<file path="src/rtl/mem_arbiter.sv">
// Round-robin arbiter sharing one single-port synchronous memory between the
// instruction-fetch port and the load/store port, tracking one outstanding read.
module mem_arbiter #(
    parameter int ADDR_W  = 32,
    parameter int DATA_W  = 32,
    parameter int MEM_LAT = 1
) (
    input  logic                clk,
    input  logic                rst_n,

    input  logic                i_req,
    input  logic [ADDR_W-1:0]   i_addr,
    output logic                i_gnt,
    output logic                i_rvalid,
    output logic [DATA_W-1:0]   i_rdata,

    input  logic                d_req,
    input  logic                d_we,
    input  logic [DATA_W/8-1:0] d_mask,
    input  logic [ADDR_W-1:0]   d_addr,
    input  logic [DATA_W-1:0]   d_wdata,
    output logic                d_gnt,
    output logic                d_rvalid,
    output logic [DATA_W-1:0]   d_rdata,

    output logic                m_en,
    output logic                m_we,
    output logic [DATA_W/8-1:0] m_mask,
    output logic [ADDR_W-1:0]   m_addr,
    output logic [DATA_W-1:0]   m_wdata,
    input  logic [DATA_W-1:0]   m_rdata,

    output logic                busy
);

    localparam int MASK_W = DATA_W / 8;

    if (MEM_LAT < 1 || MEM_LAT > 4) begin : g_bad_mem_lat
        $error("mem_arbiter: MEM_LAT must be in 1..4");
    end

    typedef enum logic {
        ST_IDLE,
        ST_WAIT
    } state_e;

    typedef enum logic {
        OWN_I,
        OWN_D
    } owner_e;

    state_e              state_q, state_d;
    owner_e              owner_q, owner_d;
    logic [2:0]          lat_cnt_q, lat_cnt_d;
    logic                rr_q, rr_d;          // 1 = D favoured on a tie
    logic [ADDR_W-1:0]   m_addr_q, m_addr_d;
    logic [DATA_W-1:0]   m_wdata_q, m_wdata_d;

    logic                return_cycle;
    logic                eligible;
    logic                i_win;
    logic                d_win;
    logic                read_grant;

    // Read data is a straight wire; rvalid qualifies it.
    assign i_rdata = m_rdata;
    assign d_rdata = m_rdata;
    assign busy    = (state_q == ST_WAIT);

    // NOTE: every signal written below gets a default first, so no path
    // through the block leaves a value unassigned and no latch is inferred.
    always_comb begin
        state_d   = state_q;
        owner_d   = owner_q;
        lat_cnt_d = lat_cnt_q;
        rr_d      = rr_q;
        m_addr_d  = m_addr_q;
        m_wdata_d = m_wdata_q;

        i_gnt     = 1'b0;
        d_gnt     = 1'b0;
        i_rvalid  = 1'b0;
        d_rvalid  = 1'b0;
        m_en      = 1'b0;
        m_we      = 1'b0;
        m_mask    = '0;
        m_addr    = m_addr_q;
        m_wdata   = m_wdata_q;

        return_cycle = (state_q == ST_WAIT) && (lat_cnt_q == 3'd1);
        // Gating with rst_n keeps the combinational grant path quiet while in reset.
        eligible     = rst_n && ((state_q == ST_IDLE) || return_cycle);
        i_win        = eligible && i_req && (!d_req || !rr_q);
        d_win        = eligible && d_req && (!i_req ||  rr_q);
        read_grant   = i_win || (d_win && !d_we);

        if (return_cycle) begin
            i_rvalid = (owner_q == OWN_I);
            d_rvalid = (owner_q == OWN_D);
        end

        if (i_win) begin
            i_gnt    = 1'b1;
            m_en     = 1'b1;
            m_mask   = {MASK_W{1'b1}};
            m_addr   = i_addr;
            m_addr_d = i_addr;
            rr_d     = 1'b1;
        end else if (d_win) begin
            d_gnt     = 1'b1;
            m_en      = 1'b1;
            m_we      = d_we;
            m_mask    = d_we ? d_mask : {MASK_W{1'b1}};
            m_addr    = d_addr;
            m_wdata   = d_wdata;
            m_addr_d  = d_addr;
            m_wdata_d = d_wdata;
            rr_d      = 1'b0;
        end

        if (read_grant) begin
            state_d   = ST_WAIT;
            owner_d   = i_win ? OWN_I : OWN_D;
            lat_cnt_d = 3'(MEM_LAT);
        end else if (state_q == ST_WAIT) begin
            if (return_cycle) begin
                state_d   = ST_IDLE;
                lat_cnt_d = 3'd0;
            end else begin
                lat_cnt_d = lat_cnt_q - 3'd1;
            end
        end
    end

    // NOTE: state registers use non-blocking assignments so every flop samples
    // the pre-edge value of its peers, independent of statement order.
    always_ff @(posedge clk or negedge rst_n) begin
        if (!rst_n) begin
            state_q   <= ST_IDLE;
            owner_q   <= OWN_I;
            lat_cnt_q <= 3'd0;
            rr_q      <= 1'b1;
            m_addr_q  <= '0;
            m_wdata_q <= '0;
        end else begin
            state_q   <= state_d;
            owner_q   <= owner_d;
            lat_cnt_q <= lat_cnt_d;
            rr_q      <= rr_d;
            m_addr_q  <= m_addr_d;
            m_wdata_q <= m_wdata_d;
        end
    end

endmodule

</file>
<file path="config.mk">
export PLATFORM = sky130hd
export DESIGN_NAME = mem_arbiter
export DESIGN_NICKNAME = d
export VERILOG_FILES = /design/src/rtl/mem_arbiter.sv
export SDC_FILE = /design/constraint.sdc
export NUM_CORES = 1
export LEC_CHECK = 0
export CORE_MARGIN = 2
export CORE_UTILIZATION = 34
export DETAILED_ROUTE_END_ITERATION = 12
export PLACE_DENSITY = 0.83
export SYNTH_ARGS = -nofsm -noshare
export SYNTH_HDL_FRONTEND = slang
export SYNTH_SLANG_ARGS = --single-unit
</file>
<file path="constraint.sdc">
create_clock -name clk -period 2.81 [get_ports clk]
set_clock_uncertainty 0.05 [all_clocks]
set_input_delay 0.562 -clock clk [delete_from_list [all_inputs] [get_ports clk]]
set_output_delay 0.562 -clock clk [all_outputs]
set_load 0.01 [all_outputs]
</file>
After elaboration in Yosys (flattened, before gate mapping)
Cells that the tools add are included.
Widths: inputs -> output; s select.
{ "totals": {"inputBits": 137, "output_inout_bits": 139, "register_bits": 70, "elab_cells": 51} }
{ "classes": {"n_eq_ne": 1, "muxes": 24, "bitwise_logic": 2, "n_reduce_logical": 17, "add_sub_neg": 1} }
{ "ops": {"columns": ["op", "count"], "rows": [
  ["$mux 32", 4],
  ["$mux 1", 14],
  ["$mux 4", 3],
  ["$mux 3", 3],
  ["$logic_and 1x1->1", 7],
  ["$logic_not 1->1", 4],
  ["$logic_or 1x1->1", 4],
  ["$reduce_bool 2->1", 2],
  ["$eq 3x1->1 const B", 1],
  ["$sub 3x1->3 const B", 1],
  ["$not 1->1", 2]
]} }

Logic depth before layout (Yosys ltp)
{ "depth": {"ltp_word": 9, "ltp_mapped": 7, "mapped_depth_nobuf": 5} }

Worst setup path after synthesis
Ideal clock, no wire load.
{ "synth_path": {"path_type": "in2out", "start": "in d_req", "end": "out m_wdata[20]", "setup_slack_ps": 442, "t_required_ps": 2198, "arrival_time_ps": 1756, "cell_stages": 5, "path_buffers": 2, "path_cell_list": "clkbuf_1 -> nand2_1 -> a211oi_4 -> buf_6 -> mux2_1"} }
{ "synth_between": {"elab_chain_cells": 4, "elab_cells_between_ends": 7, "classes_between": "mux: 2; reduce/logical: 5"} }
{ "synth_rtl": {"columns": ["element", "line", "text"], "rows": [
  ["start: declaration", "17", "input logic d_req,"],
  ["$logic_and 1x1->1 / $logic_not 1->1 (equally long branches)", "94, 93", null],
  ["$logic_and 1x1->1 / $logic_or 1x1->1 (equally long branches)", "94, 93", null],
  ["$mux 32 / $logic_and 1x1->1 (equally long branches)", "109, 93", null],
  ["$mux 32 (*)", "102", "if (i_win) begin"],
  ["end: declaration", "30", "output logic [DATA_W-1:0] m_wdata,"]
]} }
Mark *: on every way between the ends. The rest lies on a longest branch, timed or not.

Worst setup path in the final report
{ "layout_path": {"start": "reg lat_cnt_q[1]", "end": "out m_addr[30]"} }
{ "layout_between": {"elab_chain_cells": 8, "elab_cells_between_ends": 10, "classes_between": "eq/ne: 1; mux: 2; reduce/logical: 7"} }
{ "layout_rtl": {"columns": ["element", "line", "text"], "rows": [
  ["start: declaration", "54", "logic [2:0] lat_cnt_q, lat_cnt_d;"],
  ["start signal: assignment", "148", "lat_cnt_q <= lat_cnt_d;"],
  ["$eq 3x1->1 (*)", "90", "return_cycle = (state_q == ST_WAIT) && (lat_cnt_q == 3'd1);"],
  ["$logic_and 1x1->1 (*)", "90", null],
  ["$logic_or 1x1->1 (*)", "92", "eligible = rst_n && ((state_q == ST_IDLE) || return_cycle);"],
  ["$logic_and 1x1->1 (*)", "92", null],
  ["$logic_and 1x1->1 (2 in a row)", "94", "d_win = eligible && d_req && (!i_req || rr_q);"],
  ["$mux 32", "109", "end else if (d_win) begin"],
  ["$mux 32 (*)", null, null],
  ["end: declaration", "29", "output logic [ADDR_W-1:0] m_addr,"]
]} }
Marked as above.

==> summary.txt <==
Timing
  • Rel. slew slack: 0.6403
  • Min Clock Period, post-route: 2.797 ns
  • Final hold vios: 0
  • Hold WS: 0.1567 ns
  • Final setup vio count: 0
  • Fin. max-slew vios: 0
  • Crit share post-route: 0.9954
  • RSZ-0062 raised after global routing: true
  • Highest clock rate: 0.3575 GHz
  • Setup TNS: 0 ns
  • Worst Tran Pin Value: 0.5395 ns

Detailed routing
  • Final wirelength: 12.65 mm
  • Vias per cell: 5.241
  • Drc violations: 0
  • Vias: 3,061
  • Routed Antenna Nets: 0
  • Drt first pass iters: 4
  • Initial drt markers: between 100 and 150
  • Routed WL per cell: 21.66 µm

Floorplanning
  • DIE AREA: between 10,000 and 15,000 µm²
  • I/O Pins: 276
  • Row count: 37
  • CORE AREA: 10,230 µm²
  • Die Wd: 106.4 µm
  • Die extent in y: about 110 µm
  • Initial core utilization: 0.3484

Synth
  • FFs w/ async S/R, synth: 1.000
  • Leading area contributor after synthesis: dfrtp_1
  • Synth cell count leaders: dfrtp_1, buf_4, a2bb2oi_1, o32ai_1, mux2_1
  • Yosys reg bits: 70
  • Cell with the most instances after synthesis: dfrtp_1
  • Post-synth EDFFs: 0
  • Synth Cell Area: 3565 µm²
  • Area share of the largest cell type after synthesis: 0.4844
  • Cells after synthesis: around 300
  • Most used DFF post-synth: dfrtp_1
  • Syn nets: 437
  • Syn. warnings: 0
  • Sequential share of the synthesized area: 0.4918
  • Synth top area cells: dfrtp_1, buf_4, mux2_1
  • Synth Area per Inst: 11.96 µm²
  • Synth cell types: 32

Clock tree
  • Root Driver: clkbuf_8
  • Max clock buf depth: 2
  • CTS sink cnt: 70
  • TritonCTS buffer count: 9
  • Clock transition at path regs: 0.08 ns
  • Clk_lat worst skew: 0.34 ns
  • CTS H-tree lvls: 3
  • CTS tree: done

GRT
  • Remaining global-route overflow: 0
  • Vias in the first global route: between 3,000 and 4,000
  • Initial antenna violation count: 0
  • Total track usage: 0.2151
  • Pin count of the biggest net entering global routing: 43
  • First-pass GRT wire length: 18.77 mm

Critical path
  • CP startpoint kind: register
  • End of the worst register-to-register path: m_wdata_q[30]
  • FF-to-FF Start: lat_cnt_q[1]
  • Cell Chain, Critical Path: inv_2 -> ha_4 -> nand2b_4 -> buf_4 -> a21oi_4 -> buf_12 -> buf_16 -> buf_12 -> a2bb2oi_2 -> clkdlybuf4s15_2
  • R2R Setup Slk: 0.82 ns
  • CP required: between 2 and 2.5 ns
  • CP max stage cell: dfrtp_1
  • Worst r2r path cells: 10
  • Worst Path Arrival: approximately 2.2 ns
  • CP Capture Type: output port
  • Crit Path Max Fanout: 7
  • Worst Setup Path Type: register to output port
  • Top cell by count, worst path: buf_12
  • Crit-path max cell delay: 0.38 ns

Pwr
  • Total design power: 0.006018 W
  • P_leak: 2.512 nW
  • PwrDens: 1001 nW/µm²
  • Worst vdd ir: 0.5253 mV

Min path
  • HP Class: primary input to asynchronous set/reset pin

Run
  • Max Cap Violations: 0

Run status
  • Run status: completed

Cells and area
  • Fin nets: a little under 600
  • Layout cell share with drive strength beyond 1: 0.4509
  • Area Overhead vs Synth: 68.69%
  • Fillers: between 800 and 900
  • # diodes: 0

Placed design
  • Detail Placement HPWL: 8.651 mm
  • Port Buffers: around 180
  • RePlAce Congestion: between 0.7 and 0.8
-- layout make-up --
type                    count  area (µm²)  share of cell area
clock inverters             7       73.82             0.01228
clock buffers               9       123.9             0.02060
well taps                 136       170.2             0.02830
multi-input cells         135        1715              0.2853
repair buffers            222        2157              0.3587
inverters                   5       18.77            0.003121
flip-flops and latches     70        1754              0.2917
-- worst max-delay path, delay by kind of cell (launching register included) --
family,cells,cell delay [ns]
AO/OA/AOI/OAI,2,0.39
adder cells (fa/ha/maj),1,0.15
buffers and inverters,6,0.88
flip-flops,1,0.38
AND/OR/NAND/NOR,1,0.06
-- report_power, final --
part	switching, W	internal, W
registers	0.000273	0.00150
clock network	0.000403	0.000413
logic	0.00146	0.00197
total	0.00214	0.00388
-- metrics by stage --
step / cells / util / worst slack [ns] / area (µm²)
finish: 584 / 0.5877 / 0.01296 / 6013
global route: 584 / 0.5877 / -0.06585 / 6013
CTS: 578 / 0.5855 / -0.1679 / 5991
detailed placement: 544 / 0.5037 / -0.4722 / 5154
global placement: 544 / 0.5037 / -0.4494 / 5154
floorplan: 298 / - / 0.4421 / 3565
-- state kept, by name (all words and copies together) (netlist names) --
| register | count |
|---|---|
| owner_q | 1 |
| m_wdata_q | 32 |
| m_addr_q | 32 |
| lat_cnt_q | 3 |
| busy | 1 |
| rr_q | 1 |
-- logic make-up (layout without fill, tap and decap cells) --
logic type / count (synthesis) / count (layout) / synth area share
buffers and inverters: 93 / 243 / 0.1751
AO/OA/AOI/OAI: 83 / 83 / 0.1990
flip-flops: 70 / 70 / 0.4918
multiplexers: 33 / 33 / 0.1039
AND/OR/NAND/NOR: 17 / 17 / 0.02316
adder cells (fa/ha/maj): 2 / 2 / 0.007019
-- routing by layer --
metal	vias to the layer above	global-route usage	wire, µm
li1	1328	-	-
met1	1507	0.2240	4390
met2	203	0.3805	6501
met3	23	0.09442	1459
met4	0	0.07895	300
met5	-	0.01429	0
-- cell usage in the layout (no fill, tap or decap), types with 3 or more instances in the layout --
cell type,instances
clkdlybuf4s50_1,105
inv_1,4
a2bb2oi_1,4
clkdlybuf4s15_2,14
dlygate4sd2_1,10
nor3_1,3
dfrtp_1,68
clkbuf_8,9
buf_6,18
mux2_1,4
a2bb2oi_2,21
mux2_4,26
o32ai_2,11
buf_4,25
a2bb2oi_4,8
o21a_1,4
o32ai_1,20
nand2_1,3
buf_2,24
buf_12,9
clkbuf_2,11
nor2_1,4
-- how the worst max path moves through the flow --
stage | to | start | slack, ns
floorplan | m_wdata[20] | d_req | 0.44
global placement | m_addr[1] | d_req | -0.45
detailed placement | m_addr[1] | d_req | -0.47
CTS | m_wdata[26] | lat_cnt_q[1] | -0.17
global route | m_wdata[16] | lat_cnt_q[1] | -0.07
finish | m_addr[30] | lat_cnt_q[1] | 0.01
-- what timing repair did --
action                                  4_1_cts  5_1_grt
hold endpoints to repair                      2        0
hold buffers                                  1        0
cloned                                        3        1
resized for setup                           294       68
pin swaps                                     3        2
buffers inserted                             14        8
endpoints found under the setup margin       72       63
(Power assumes the default switching activity.)
